==> config.mk <==
export PLATFORM = sky130hd
export DESIGN_NAME = hex_keypad_entry
export DESIGN_NICKNAME = d
export VERILOG_FILES = /design/src/rtl/hex_keypad_entry.sv
export SDC_FILE = /design/constraint.sdc
export NUM_CORES = 1
export LEC_CHECK = 0
export ABC_AREA = 1
export BUFFER_PORTS_ARGS = -buffer_cell sky130_fd_sc_hd__clkbuf_2
export CAP_MARGIN = 10
export CORE_ASPECT_RATIO = 0.5
export CORE_MARGIN = 10
export CORE_UTILIZATION = 29
export CTS_CLUSTER_SIZE = 28
export DETAILED_ROUTE_END_ITERATION = 10
export PLACE_DENSITY_LB_ADDON = 0.25
export RECOVER_POWER = 100
export SLEW_MARGIN = 5
export SYNTH_ARGS = -nofsm -noshare
export SYNTH_HDL_FRONTEND = slang
export SYNTH_SLANG_ARGS = --single-unit
==> constraint.sdc <==
create_clock -name clk -period 1.5 [get_ports clk]
set_input_delay 0 -clock clk [delete_from_list [all_inputs] [get_ports clk]]
set_output_delay 0 -clock clk [all_outputs]
set_load 0.02 [all_outputs]
==> src/rtl/hex_keypad_entry.sv <==
// 4x4 hex keypad scanner with debounce and a four-digit entry shift register.
// Define KEYPAD_AUTOREPEAT_EN to emit repeat key events while a key stays held.
module hex_keypad_entry #(
  parameter int SCAN_DIV     = 1000,
  parameter int DEBOUNCE_CNT = 4,
  parameter int REPEAT_CNT   = 50
) (
  input  logic        clk,
  input  logic        reset,
  input  logic [3:0]  row_i,
  input  logic        clear_i,
  output logic [3:0]  col_o,
  output logic        key_valid,
  output logic [3:0]  key_code,
  output logic [15:0] value_q
);

  localparam int SW = (SCAN_DIV > 1) ? $clog2(SCAN_DIV) : 1;
  localparam int DW = $clog2(DEBOUNCE_CNT + 1);

  if (SCAN_DIV < 4 || DEBOUNCE_CNT < 1 || REPEAT_CNT < 1) begin : g_bad_params
    $error("hex_keypad_entry: SCAN_DIV >= 4, DEBOUNCE_CNT >= 1, REPEAT_CNT >= 1 required");
  end

  typedef enum logic [1:0] {SCAN, DEBOUNCE, HELD} state_t;

  state_t        state;
  logic [3:0]    row_meta;
  logic [3:0]    row_s;
  logic [3:0]    pattern;
  logic [SW-1:0] slot;
  logic [1:0]    col_idx;
  logic [1:0]    row_idx;
  logic [1:0]    low_idx;
  logic [DW-1:0] match_cnt;
  logic [DW-1:0] release_cnt;
  logic          one_low;
  logic          sample;
  logic [3:0]    press_code;

`ifdef KEYPAD_AUTOREPEAT_EN
  localparam int RW = $clog2(REPEAT_CNT + 1);
  logic [RW-1:0] repeat_cnt;
`endif

  // NOTE: every variable written here gets a default first, so no latch is inferred.
  always_comb begin
    one_low = 1'b1;
    low_idx = 2'd0;
    case (row_s)
      4'b1110: low_idx = 2'd0;
      4'b1101: low_idx = 2'd1;
      4'b1011: low_idx = 2'd2;
      4'b0111: low_idx = 2'd3;
      default: one_low = 1'b0;
    endcase
  end

  assign sample     = (slot == SW'(SCAN_DIV - 1));
  assign press_code = (state == SCAN) ? {low_idx, col_idx} : {row_idx, col_idx};
  assign col_o      = ~(4'b0001 << col_idx);

  // NOTE: sequential state uses non-blocking assignments so every flop samples pre-edge values.
  always_ff @(posedge clk or posedge reset) begin
    if (reset) begin
      state       <= SCAN;
      row_meta    <= 4'hF;
      row_s       <= 4'hF;
      pattern     <= 4'hF;
      slot        <= '0;
      col_idx     <= 2'd0;
      row_idx     <= 2'd0;
      match_cnt   <= '0;
      release_cnt <= '0;
      key_valid   <= 1'b0;
      key_code    <= 4'h0;
      value_q     <= 16'h0000;
`ifdef KEYPAD_AUTOREPEAT_EN
      repeat_cnt  <= '0;
`endif
    end else begin
      row_meta  <= row_i;
      row_s     <= row_meta;
      key_valid <= 1'b0;
      slot      <= sample ? '0 : slot + SW'(1);

      if (sample) begin
        case (state)
          SCAN: begin
            if (one_low) begin
              row_idx   <= low_idx;
              pattern   <= row_s;
              match_cnt <= DW'(1);
              if (DEBOUNCE_CNT == 1) begin
                state       <= HELD;
                release_cnt <= '0;
                key_valid   <= 1'b1;
                key_code    <= press_code;
                value_q     <= {value_q[11:0], press_code};
`ifdef KEYPAD_AUTOREPEAT_EN
                repeat_cnt  <= '0;
`endif
              end else begin
                state <= DEBOUNCE;
              end
            end else begin
              col_idx <= col_idx + 2'd1;
            end
          end

          DEBOUNCE: begin
            if (row_s == pattern) begin
              if (match_cnt == DW'(DEBOUNCE_CNT - 1)) begin
                state       <= HELD;
                match_cnt   <= '0;
                release_cnt <= '0;
                key_valid   <= 1'b1;
                key_code    <= press_code;
                value_q     <= {value_q[11:0], press_code};
`ifdef KEYPAD_AUTOREPEAT_EN
                repeat_cnt  <= '0;
`endif
              end else begin
                match_cnt <= match_cnt + DW'(1);
              end
            end else begin
              state     <= SCAN;
              match_cnt <= '0;
              col_idx   <= col_idx + 2'd1;
            end
          end

          HELD: begin
            // Any low row counts as still pressed; only a full release rearms detection.
            if (row_s == 4'hF) begin
              if (release_cnt == DW'(DEBOUNCE_CNT - 1)) begin
                state       <= SCAN;
                release_cnt <= '0;
              end else begin
                release_cnt <= release_cnt + DW'(1);
              end
`ifdef KEYPAD_AUTOREPEAT_EN
              repeat_cnt <= '0;
`endif
            end else begin
              release_cnt <= '0;
`ifdef KEYPAD_AUTOREPEAT_EN
              if (repeat_cnt == RW'(REPEAT_CNT - 1)) begin
                repeat_cnt <= '0;
                key_valid  <= 1'b1;
                value_q    <= {value_q[11:0], key_code};
              end else begin
                repeat_cnt <= repeat_cnt + RW'(1);
              end
`endif
            end
          end

          default: state <= SCAN;
        endcase
      end

      // NOTE: the last non-blocking assignment wins, so clear overrides a same-edge shift.
      if (clear_i) value_q <= 16'h0000;
    end
  end

endmodule

After elaboration in Yosys (flattened, before gate mapping):

Index checks and enable logic that the tools add are counted.

* eq/ne operators: 19
* add/subtract/negate cells: 4
* reduce and logical (&&, ||, !) cells: 15
* mux-type cells: 31
* shift operators: 1
* bitwise gates (word level): 1

Operators with widths (count)
* $mux W16: 5
* $mux W3: 7
* $eq A4 B4 Y1 const B: 4
* $reduce_and A4 Y1: 4
* $mux W2: 7
* $ne A2 B2 Y1 const B: 7
* $pmux W2 S3: 2
* $pmux W3 S2: 2
* $reduce_bool A2 Y1: 6
* $add A10 B1 Y10 const B: 1
* $eq A10 B10 Y1 const B: 1
* $mux W10: 1
* $add A3 B1 Y3 const B: 2
* $eq A3 B2 Y1 const B: 2
* $reduce_and A3 Y1: 2
* $mux W1: 5
* $reduce_and A5 Y1: 1
* $eq A4 B3 Y1 const B: 1
* $eq A4 B4 Y1: 1
* $mux W4: 1
* $not A4 Y4: 1
* $pmux W2 S2: 1
* $reduce_or A4 Y1: 1
* $shl A1 B2 Y4 const A: 1
* 5 further kinds: 5

* output and inout bits: 25
* bits of input ports: 7
* bits in registers: 55
* word-level logic and storage cells: 83

Logic depth before layout (Yosys ltp):

Gate-level depths: netlist of the first run.

* depth after elaboration: 8
* gate-level depth with buffers: 10
* depth with buffers taken out: 10

Least setup slack after synthesis of the first run:

Ideal clock, no wire load.

* path kind: register to register
* start: register slot[0]
* end: register value_q[12]
* data arrival time: 1.350 ns
* path slack: 0.033 ns
* path buffers: 1
* cell stages (with the launch flop): 10
* period minus slack after synthesis: 1.467 ns
* required time: 1.383 ns
* library setup time: 0.117 ns
* path through: dfrtp_1 ha_1 nand2_1 inv_2 nand3b_4 nor2_8 nand4_4 buf_6 nand3_2 nand2_1

* longest elaborated chain between the ends: 3

RTL lines
* start, declared: line 31 `logic [SW-1:0] slot;`
* start signal, assigned: line 85 `slot <= sample ? '0 : slot + SW'(1);`
* $eq A10 B10 Y1: line 59 `assign sample = (slot == SW'(SCAN_DIV - 1));`
* $reduce_bool A2 Y1 (no source line)
* $reduce_and A4 Y1 (no source line)
* end signal, assigned: line 99 `value_q <= {value_q[11:0], press_code};`
* end signal, assigned: line 119 `value_q <= {value_q[11:0], press_code};`
* end, declared: line 15 `output logic [15:0] value_q`

Every way passes these cells.
A chain may end at the register's enable or synchronous reset.

Worst setup path in the final report of the first run:

* start: register row_s[1]
* end: register state[0]

* longest elaborated chain between the ends: 5
* elaborated cells on any way between the ends: 14
* classes of those cells: eq/ne: 9; mux: 3; reduce/logical: 2

RTL lines
* start, declared: line 29 `logic [3:0] row_s;`
* start signal, assigned: line 83 `row_s <= row_meta;`
* $eq A4 B3 Y1 / $eq A4 B4 Y1 (equally long branches): line 50 `case (row_s)`
* $reduce_or A4 Y1 (no source line)
* $mux W1: line 50
* $ne A2 B2 Y1 (no source line)
* $reduce_and A5 Y1 (no source line)
* end signal, assigned: line 66 `state <= SCAN;`
* end signal, assigned: line 95 `state <= HELD;`
* end signal, assigned: line 104 `state <= DEBOUNCE;`
* end, declared: line 27 `state_t state;`

Several ways; a longest one is shown, not always the timed one.

==> results by group, run 1 <==
Timing
  • Count of final hold-check violations: 0
  • Fmax achieved: 667 MHz
  • Worst-margin pin slew: 553 ps
  • Fin crit share: 1.00
  • Worst slew margin: 0.631
  • RSZ-0062 raised after global routing: true
  • Clk_skew: 6.55 ps
  • Slew Limit Fails: 0
  • Min Tclk post-route: 1500 ps
  • Final setup fails: 0

Flow run
  • Max-cap violations: 0

Setup path
  • Critical path, cell by cell: inv_2 -> nand2_1 -> nand2_2 -> nor2_4 -> buf_4 -> nand4_1 -> nand3_1 -> nand2_1
  • CP max-delay cell: dfstp_2
  • Crit path top cell by count: nand2_1
  • FF-to-FF End: state[0]$_DFFE_PP0P_
  • CP Depth: 8
  • R2R setup slack: 0.2 ps
  • Worst stage delay on the critical path: 550 ps
  • Worst Reg-to-Reg Cells: 8
  • CP Launch Point: row_s[1]$_DFF_PP1_
  • CP Class: register to register
  • Crit path max fanout: 4
  • Worst r2r src: row_s[1]$_DFF_PP1_
  • CP endpoint kind: register
  • Worst EP required: 1690 ps
  • Worst Path Buf+Inv: 2
  • CP Launch Type: register
  • Worst path arrival time: 1690 ps
  • Setup crit end: state[0]$_DFFE_PP0P_
  • Critical path's top delay family: simple AND/OR/NAND/NOR gates

Finish
  • Commonest non-fill, non-tap cell in the layout: nand2_1
  • Area grow syn2layout: 23.9%
  • Filler cells: 942
  • Final nets: 387
  • Layout cell share with drive strength beyond 1: 0.241
  • Commonest non-fill, non-tap cells in the layout: nand2_1 (83), dfrtp_1 (43), inv_1 (38)
  • Ant diodes: 0
  • Final cell count without fillers: 490

Clock tree
  • Clk slew on worst S/H paths: 70 ps
  • Root Buffer: clkbuf_16
  • TritonCTS clock tree: built
  • Worst-Skew Late Latency: 300 ps
  • TritonCTS buffer count: 5
  • H-tree levels: 2
  • CTS Sinks: 55
  • Largest buffer count on any clock path: 2

Placement
  • HPWL Detailed: 4200 um
  • Number of port buffers: 31
  • Final GP Congestion: 0.823
  • Inst Count DP: 475

Drt
  • Antenna viol nets, final: 0
  • Detailed Route Iter0 Violations: 51
  • Wire per inst: 11.4 um
  • Total Wirelength: 5560 um
  • TritonRoute pass-1 iters: 4
  • DRC: 0
  • DR vias/cell: 4.19
  • Vias post-DR: 2052

Global routing
  • Pin count of the biggest net entering global routing: 42
  • Gr ovfl total: 0
  • First-pass GRT wire length: 9490 um
  • Initial antenna violation count: 0
  • Vias in the first global route: 2055
  • GRT Total Usage: 0.0842

Synth
  • Synthesis-stage register bit count: 55
  • Avg Inst Size Synth: 8.67 sq um
  • Largest area contributor in the synthesized netlist: dfrtp_1
  • Cell area after synthesis: 2710 sq um
  • Synthesized netlist net count: 326
  • Post-synthesis sequential area ratio: 0.514
  • Number of synthesized flops with an enable pin: 0
  • Ys flop type: dfrtp_1
  • Async SR Flop Fraction: 1.00
  • Yosys warnings: 0
  • Synth top area share: 0.398
  • Post-synth cell types: 29
  • Synth top area cells: dfrtp_1 (40%), nand2_1 (12%), dfstp_2 (12%), nand3_1 (5.7%), inv_1 (5.3%)
  • Mapped Cells: 312

Worst hold path
  • Hold crit path type: primary input to register
  • Min-Delay Path Depth: 4

Floorplanning
  • # IOs: 32
  • Placeable Area: 8890 sq um
  • Full die area: 13800 sq um
  • Chip width: 157 um
  • Die Y: 88.3 um
  • Row count: 24
  • Initial Util: 0.304

Power
  • Total power: 0.00276 W
  • Cell Pwr Density: 822 nW/um^2
  • Peak supply drop: 0.000383 V
  • LEAKAGE: 1.68 nW

Outcome
  • Status: completed
[synthesized netlist by cell type (all sizes together) (2+ instances only)]
library cell	number
nand3b	2
inv	44
nand2	90
nor3	4
nor2	33
nand4	5
buf	6
a21oi	3
dfstp	12
dfrtp	43
o21ai	20
ha	7
nand3	36
xor2	3
[flip-flops by register name, summed over array words and instances (netlist names)]
register,flops
release_cnt,3
row_s,4
col_idx,2
key_code,4
row_meta,4
value_q,16
match_cnt,3
state,2
slot,10
row_idx,2
pattern,4
key_valid,1
[power breakdown]
group | internal [W] | total, W | leakage (nW) | switching (W)
Sequential | 0.00150 | 0.00151 | 0.712 | 0.00000727
Clock | 0.000610 | 0.00113 | 0.0696 | 0.000523
Combinational | 0.0000356 | 0.000112 | 0.901 | 0.0000768
[worst register-to-register path, delay by kind of cell (launching register included)]
family / cells / cell delay, ps
buffers and inverters: 2 / 200
DFF: 1 / 550
and+or+nand+nor: 6 / 640
[layer usage]
layer  vias to the layer above  wire, um  track usage
met5                         -         0            0
met4                         0        93       0.0357
met3                         8       163       0.0223
met2                        25      2590        0.145
met1                       920      2720       0.0989
li1                       1099         -            -
[what timing repair did]
action / 4_1_cts / 5_1_grt
endpoints found under the hold margin: 19 / 0
hold buffers: 5 / 0
setup endpoints to repair: 24 / 37
setup buffers: 1 / 2
pin swaps: 1 / 4
resized for setup: 4 / 12
[worst min path at each step]
stage | start | to
2_1_floorplan | row_i[0] | row_meta[0]$_DFF_PP1_
3_3_place_gp | reset | release_cnt[2]$_DFFE_PP0P_
3_5_place_dp | reset | release_cnt[0]$_DFFE_PP0P_
4_1_cts | clear_i | value_q[12]$_DFFE_PP0P_
5_1_grt | clear_i | value_q[14]$_DFFE_PP0P_
6_report | clear_i | value_q[12]$_DFFE_PP0P_
[final cells by class]
type,count,area [sq um],share of cell area
flip-flops and latches,55,1390,0.415
multi-input cells,207,1150,0.344
repair buffers,60,359,0.107
inverters,44,165,0.0492
well taps,117,146,0.0436
clock buffers,5,125,0.0373
clock inverters,2,13.8,0.00410
[kinds of logic after synthesis]
logic type | synth area share
simple gates | 0.305
compound gates | 0.0564
fa+ha+maj | 0.0324
xor+xnor | 0.0129
buf+inv | 0.0791
flops | 0.514
[through the flow]
stage          hold WS [ps]   util  worst slack (ps)  cell area [sq um]  TNS [ps]
2_1_floorplan          4.48      -              33.2               2710         0
4_1_cts                23.0  0.377             -17.1               3350      -118
3_3_place_gp          -15.4  0.353             -16.7               3140     -58.3
6_report               31.3  0.377             0.162               3350         0
3_5_place_dp          -24.5  0.353             -32.1               3140      -125
5_1_grt                53.5  0.377              -112               3350     -2860
(Power assumes the default switching activity.)
==> run 2: changes to the inputs <==
--- a/config.mk
+++ b/config.mk
@@ -5,7 +5,7 @@
 export SDC_FILE = /design/constraint.sdc
 export NUM_CORES = 1
 export LEC_CHECK = 0
-export ABC_AREA = 1
+export ABC_AREA = 0
 export BUFFER_PORTS_ARGS = -buffer_cell sky130_fd_sc_hd__clkbuf_2
 export CAP_MARGIN = 10
 export CORE_ASPECT_RATIO = 0.5
==> run 2 against run 1 <==
The flow now finishes with violations (setup timing). Non-clock buffer count rose by 32. Maximum frequency fell by 16%. Final cell count fell by 11%. Synthesized area fell by 1.4%. Utilization rose by 6.8 points. Clock-buffer cell count did not move. Critical path type unchanged.
==> results by group, run 2 <==
Outcome
  • Status: finished, violations left
  • Failing checks: setup timing

Power
  • Total power: 0.00283 W (+2.7%)
  • LEAKAGE: 1.68 nW (-0.42%)
  • Peak supply drop: 0.000455 V (+19%)
  • Cell Pwr Density: 720 nW/um^2 (-12%)

Placement
  • Number of port buffers: 31 (unchanged)
  • Dpl ws: -320 ps (-288 ps)
  • Final GP Congestion: 0.804 (-2.3%)
  • HPWL Detailed: 4490 um (+6.9%)
  • Inst Count DP: 407 (-14%)

Floorplanning
  • Row count: 24 (unchanged)
  • Chip width: 156 um (-0.61%)
  • Initial Util: 0.302 (-0.00218)
  • Die Y: 87.8 um (-0.54%)
  • # IOs: 32 (unchanged)
  • Full die area: 13700 sq um (-1.1%)
  • Placeable Area: 8830 sq um (-0.68%)

Timing
  • Count of final hold-check violations: 0 (unchanged)
  • Min Tclk post-route: 1790 ps (+287 ps)
  • Fmax achieved: 560 MHz (-16%)
  • Final worst slack: -287 ps (-287 ps)
  • Slew Limit Fails: 0 (unchanged)
  • Worst slew margin: 0.466 (-0.165)
  • Fin crit share: 1.19 (+0.191)
  • Worst-margin pin slew: 800 ps (+248 ps)
  • Clk_skew: 8.46 ps (+1.91 ps)
  • Final setup fails: 38 (+38)
  • RSZ-0062 raised after global routing: true
  • Hold WS: 122 ps (+90.2 ps)

Global routing
  • Gr ovfl total: 0 (unchanged)
  • Vias in the first global route: 2212 (+7.6%)
  • First-pass GRT wire length: 11500 um (+21%)
  • Initial antenna violation count: 0 (unchanged)
  • GRT Total Usage: 0.101 (+0.0164)
  • Pin count of the biggest net entering global routing: 36 (-14%)

Drt
  • Detailed Route Iter0 Violations: 81 (+59%)
  • Total Wirelength: 6660 um (+20%)
  • DRC: 0 (unchanged)
  • DR vias/cell: 4.81 (+15%)
  • Wire per inst: 15.2 um (+34%)
  • Antenna viol nets, final: 0 (unchanged)
  • TritonRoute pass-1 iters: 4 (unchanged)
  • Vias post-DR: 2105 (+2.6%)

Synth
  • Synthesis-stage register bit count: 55 (unchanged)
  • Synthesized netlist net count: 250 (-23%)
  • Mapped Cells: 236 (-24%)
  • Ys flop type: dfrtp_1
  • Post-synth cell types: 52 (+79%)
  • Yosys warnings: 0 (unchanged)
  • Avg Inst Size Synth: 11.3 sq um (+30%)
  • Async SR Flop Fraction: 1.00 (unchanged)
  • Cell area after synthesis: 2670 sq um (-1.4%)
  • Largest area contributor in the synthesized netlist: dfrtp_1
  • Count leader, synth: dfrtp_1
  • Synth top area share: 0.403 (+0.00559)
  • Post-synthesis sequential area ratio: 0.521 (+0.00723)
  • Number of synthesized flops with an enable pin: 0 (unchanged)
  • Synth top area cells: dfrtp_1 (40%), dfstp_2 (12%), mux2_4 (4.5%), nand3_1 (3.8%), ha_1 (3.3%)
  • Most common library cells after synthesis: dfrtp_1 (43), nand3_1 (20), a21oi_1 (17), o21ai_0 (17), dfstp_2 (12)

Clock tree
  • CTS Sinks: 55 (unchanged)
  • H-tree levels: 2 (unchanged)
  • Root Buffer: clkbuf_16
  • Largest buffer count on any clock path: 2 (unchanged)
  • Clk slew on worst S/H paths: 80 ps (about the same)
  • TritonCTS buffer count: 5 (unchanged)
  • TritonCTS clock tree: built
  • Worst-Skew Late Latency: 290 ps (about the same)

Setup path
  • Worst Path Buf+Inv: 2 (unchanged)
  • CP endpoint kind: register
  • Critical path, cell by cell: xnor2_2 -> nand4_1 -> buf_4 -> buf_8 -> a2111oi_4 -> o21ba_1
  • Crit path max fanout: 7 (+3)
  • CP max-delay cell: dfstp_2
  • Worst Reg-to-Reg Cells: 6 (-2)
  • CP Launch Type: register
  • Worst EP required: 1690 ps (about the same)
  • Worst path arrival time: 1970 ps (+280 ps)
  • CP Depth: 6 (-2)
  • CP Class: register to register
  • Critical path's top delay family: flip-flops
  • Worst stage delay on the critical path: 580 ps (+30 ps)

Finish
  • Commonest non-fill, non-tap cells in the layout: dfrtp_1 (43), buf_4 (31), clkbuf_1 (26)
  • Biggest registers after layout: value_q (16), slot (10)
  • Final nets: 334 (-14%)
  • Area grow syn2layout: 47.4%
  • Max reg flops: 16 (unchanged)
  • Final core utilization: 0.445 (+0.0680)
  • Ant diodes: 0 (unchanged)
  • Biggest register: value_q
  • Layout cell share with drive strength beyond 1: 0.461 (+0.220)
  • Commonest non-fill, non-tap cell in the layout: dfrtp_1
  • Multi-input logic area: 1460 sq um (+26%)
  • Seq. cell area: 1390 sq um (unchanged)
  • Filler cells: 843 (-11%)
  • Final cell count without fillers: 438 (-11%)

Worst hold path
  • Min-Delay Path Depth: 2 (-2)
  • Hold crit path type: primary input to register

Flow run
  • Max-cap violations: 0 (unchanged)
run 2: through the flow:
stage / TNS (ps) / cell area [sq um]
after floorplan: -4070 / 2740
after global placement: -6500 / 3250
after detailed placement: -7910 / 3250
after CTS: -7270 / 3760
after global routing: -11020 / 3930
final: -7850 / 3930
run 2: what timing repair did:
action,CTS,global route
pin swaps,17,19
buffers inserted,7,9
endpoints found under the hold margin,23,0
cloned,3,0
endpoints found under the setup margin,36,37
hold buffers,5,0
resized for setup,49,43
run 2: per-layer routing:
| metal | wire length [um] | global-route usage | up-vias |
|---|---|---|---|
| li1 | - | - | 1006 |
| met1 | 3190 | 0.135 | 1073 |
| met2 | 3240 | 0.169 | 24 |
| met3 | 192 | 0.0157 | 2 |
| met4 | 40 | 0.0228 | 0 |
| met5 | 0 | 0 | - |
run 2: cell families (layout without fill, tap and decap cells):
kind of cell	Yosys count	count (layout)	synth area share
xor gates and xnor gates	13	13	0.0455
and+or+nand+nor	74	74	0.166
DFF	55	55	0.521
muxes	11	11	0.0572
AOI/OAI and AO/OA	50	50	0.128
buffers and inverters	26	111	0.0497
adders and majority gates	7	7	0.0328
run 2: power breakdown:
| group | total [W] | internal, W | switching, W |
|---|---|---|---|
| sequential | 0.00151 | 0.00150 | 0.00000957 |
| clock | 0.00115 | 0.000617 | 0.000530 |
| combinational | 0.000172 | 0.0000754 | 0.0000970 |
run 2: path summary, 6_finish.rpt:
path / to / startpoint / slack (ps)
worst max-delay path: key_code[2]$_DFFE_PP0P_ / row_s[0]$_DFF_PP1_ / -290
worst min-delay path: value_q[15]$_DFFE_PP0P_ / clear_i / 120
worst max register to register: key_code[2]$_DFFE_PP0P_ / row_s[0]$_DFF_PP1_ / -290
worst min register to register: row_s[0]$_DFF_PP1_ / row_meta[0]$_DFF_PP1_ / 360
max in group asynchronous: pattern[2]$_DFFE_PP1P_ / reset / 280
min in group asynchronous: value_q[6]$_DFFE_PP0P_ / reset / 390
run 2: area by class of cell:
| type | count | area share |
|---|---|---|
| multi-input cells | 155 | 0.371 |
| flip-flops and latches | 55 | 0.354 |
| repair buffers | 92 | 0.191 |
| well taps | 117 | 0.0372 |
| clock buffers | 5 | 0.0318 |
| inverters | 11 | 0.0105 |
| clock inverters | 3 | 0.00509 |
==> run 3: changes to the inputs <==
--- a/config.mk
+++ b/config.mk
@@ -9,9 +9,8 @@
 export BUFFER_PORTS_ARGS = -buffer_cell sky130_fd_sc_hd__clkbuf_2
 export CAP_MARGIN = 10
 export CORE_ASPECT_RATIO = 0.5
-export CORE_MARGIN = 10
+export CORE_MARGIN = 2
 export CORE_UTILIZATION = 29
-export CTS_CLUSTER_SIZE = 28
 export DETAILED_ROUTE_END_ITERATION = 10
 export PLACE_DENSITY_LB_ADDON = 0.25
 export RECOVER_POWER = 100
==> run 3 against run 2 <==
Worst setup slack better by 21 ps. Critical path type unchanged. Sequential share of layout area up 3.7 points. Maximum frequency up 1.2%. The flow still finishes with violations (setup timing).
==> results by group, run 3 (synthesis results as in run 2) <==
Global routing
  • Vias in the first global route: 2110 (-4.6%)
  • Initial antenna violation count: 0 (unchanged)
  • Gr ovfl total: 0 (unchanged)
  • Pin count of the biggest net entering global routing: 24 (-33%)
  • First-pass GRT wire length: 10400 um (-9.6%)
  • GRT Total Usage: 0.128 (+0.0277)

Timing
  • Worst slew margin: 0.404 (-0.0623)
  • RSZ-0062 raised after global routing: true
  • Slew Limit Fails: 0 (unchanged)
  • Clk_skew: 5.94 ps (-2.51 ps)
  • Worst-margin pin slew: 894 ps (+93.4 ps)
  • Final worst slack: -266 ps (+20.7 ps)
  • Fmax achieved: 566 MHz (+1.2%)
  • Count of final hold-check violations: 0 (unchanged)
  • Final setup fails: 36 (-5.3%)
  • Min Tclk post-route: 1770 ps (-20.7 ps)
  • Setup TNS: -5890 ps (+1960 ps)
  • Fin crit share: 1.18 (-0.0138)

Setup path
  • Critical path, cell by cell: xnor2_2 -> nand4_1 -> buf_4 -> a2111oi_4 -> o21ba_1
  • Worst Reg-to-Reg Cells: 5 (-1)
  • Worst r2r src: row_s[3]$_DFF_PP1_
  • R2R setup slack: -270 ps (+20 ps)
  • Worst Path Buf+Inv: 1 (-1)
  • Worst EP required: 1690 ps (about the same)
  • CP Launch Type: register
  • CP max-delay cell: dfstp_2
  • FF-to-FF End: key_code[2]$_DFFE_PP0P_
  • CP Depth: 5 (-1)
  • CP Class: register to register
  • Worst path arrival time: 1950 ps (-20 ps)
  • CP endpoint kind: register
  • Worst stage delay on the critical path: 580 ps (about the same)
  • Critical path's top delay family: flip-flops
  • Crit path max fanout: 20 (+13)

Clock tree
  • Root Buffer: clkbuf_16
  • Largest buffer count on any clock path: 2 (unchanged)
  • TritonCTS buffer count: 5 (unchanged)
  • TritonCTS clock tree: built
  • Worst-Skew Late Latency: 290 ps (about the same)
  • H-tree levels: 2 (unchanged)
  • CTS Sinks: 55 (unchanged)
  • Clk slew on worst S/H paths: 70 ps (about the same)

Placement
  • Inst Count DP: 409 (+0.49%)
  • Number of port buffers: 31 (unchanged)
  • HPWL Detailed: 4320 um (-3.9%)
  • Final GP Congestion: 0.755 (-6.1%)
  • Dpl ws: -301 ps (+19.1 ps)
  • Placed instance area: 3260 sq um (+0.46%)

Floorplanning
  • Placeable Area: 8830 sq um (unchanged)
  • # IOs: 32 (unchanged)
  • Die Y: 71.8 um (-18%)
  • Chip width: 140 um (-10%)
  • Row count: 24 (unchanged)
  • Full die area: 10000 sq um (-27%)
  • Initial Util: 0.302 (unchanged)

Finish
  • Commonest non-fill, non-tap cell in the layout: dfrtp_1
  • Biggest registers after layout: value_q (16), slot (10)
  • Seq. cell area: 1390 sq um (unchanged)
  • Biggest register: value_q
  • Max reg flops: 16 (unchanged)
  • Filler cells: 900 (+6.8%)
  • Area grow syn2layout: 33.2%
  • Post-route cell area: 3560 sq um (-9.6%)
  • Final nets: 322 (-3.6%)
  • Commonest non-fill, non-tap cells in the layout: dfrtp_1 (43), buf_4 (31), clkbuf_1 (27)
  • Final cell count without fillers: 426 (-2.7%)
  • Layout cell share with drive strength beyond 1: 0.346 (-0.115)
  • Multi-input logic area: 1270 sq um (-13%)
  • Ant diodes: 0 (unchanged)

Power
  • Total power: 0.00297 W (+4.8%)
  • Peak supply drop: 0.000449 V (-1.2%)
  • Cell Pwr Density: 834 nW/um^2 (+16%)
  • LEAKAGE: 1.53 nW (-8.6%)

Flow run
  • Max-cap violations: 0 (unchanged)

Drt
  • Wire per inst: 14.0 um (-7.8%)
  • Antenna viol nets, final: 0 (unchanged)
  • DRC: 0 (unchanged)
  • Detailed Route Iter0 Violations: 137 (+69%)
  • DR vias/cell: 4.75 (-1.2%)
  • TritonRoute pass-1 iters: 4 (unchanged)
  • Vias post-DR: 2023 (-3.9%)
  • Total Wirelength: 5970 um (-10%)

Worst hold path
  • Hold_sp: clear_i
  • WHS Endpoint: value_q[8]$_DFFE_PP0P_
  • Hold crit path type: primary input to register
  • Min-Delay Path Depth: 2 (unchanged)

Outcome
  • Status: finished, violations left
  • Failing checks: setup timing
## run 3: changes by cell type in the layout (fill, tap and decap cells not counted), moves of 3 or more
| cell | before | now |
|---|---|---|
| o21ai_0 | 3 | 15 |
| o21ai_2 | 12 | 0 |
| buf_6 | 15 | 6 |
| a21oi_1 | 9 | 15 |
| a21oi_2 | 8 | 2 |
| nand3_1 | 12 | 16 |
| nand3_2 | 7 | 4 |
| o21ai_1 | 1 | 4 |
| o21ai_4 | 3 | 0 |
## run 3: layout make-up
type	instances	area share
multi-input combinational	155	0.358
sequential	55	0.391
tap	117	0.0412
clock buffer	5	0.0352
clock inverter	3	0.0109
inverter	11	0.0116
timing repair buffer	80	0.152
## run 3: worst max path at each step
stage                        from                          to
2_1_floorplan   slot[0]$_DFF_PP0_    match_cnt[0]$_DFFE_PP0P_
3_3_place_gp   row_s[3]$_DFF_PP1_      col_idx[1]$_DFFE_PP0P_
3_5_place_dp    slot[1]$_DFF_PP0_  release_cnt[0]$_DFFE_PP0P_
4_1_cts        row_s[2]$_DFF_PP1_  release_cnt[0]$_DFFE_PP0P_
5_1_grt        row_s[3]$_DFF_PP1_     key_code[2]$_DFFE_PP0P_
6_report       row_s[3]$_DFF_PP1_     key_code[2]$_DFFE_PP0P_
## run 3: metal layers
metal,up-vias,global-route usage,wire length [um]
li1,966,-,-
met1,1013,0.178,2910
met2,39,0.211,2830
met3,5,0.0201,170
met4,0,0.0367,58
met5,-,0,0
## run 3: stage by stage
stage | util | hold slack, ps
2_1_floorplan | - | 4.48
3_3_place_gp | 0.370 | 44.9
3_5_place_dp | 0.370 | 64.2
4_1_cts | 0.406 | 89.5
5_1_grt | 0.403 | 122
6_report | 0.403 | 106
## run 3: repair_timing
| item | CTS | global route |
|---|---|---|
| pin swaps | 3 | 3 |
| cloned | 1 | 0 |
| hold endpoints to repair | 12 | 0 |
| resized for setup | 19 | 8 |
| setup endpoints to repair | 36 | 37 |
| hold buffers | 5 | 0 |
| setup buffers | 3 | 0 |
## run 3: power by group
group          total (W)  internal [W]  leakage, nW  switching (W)
Sequential       0.00151       0.00150        0.712     0.00000916
Combinational   0.000147     0.0000619        0.738      0.0000854
Clock            0.00131      0.000780       0.0812       0.000528
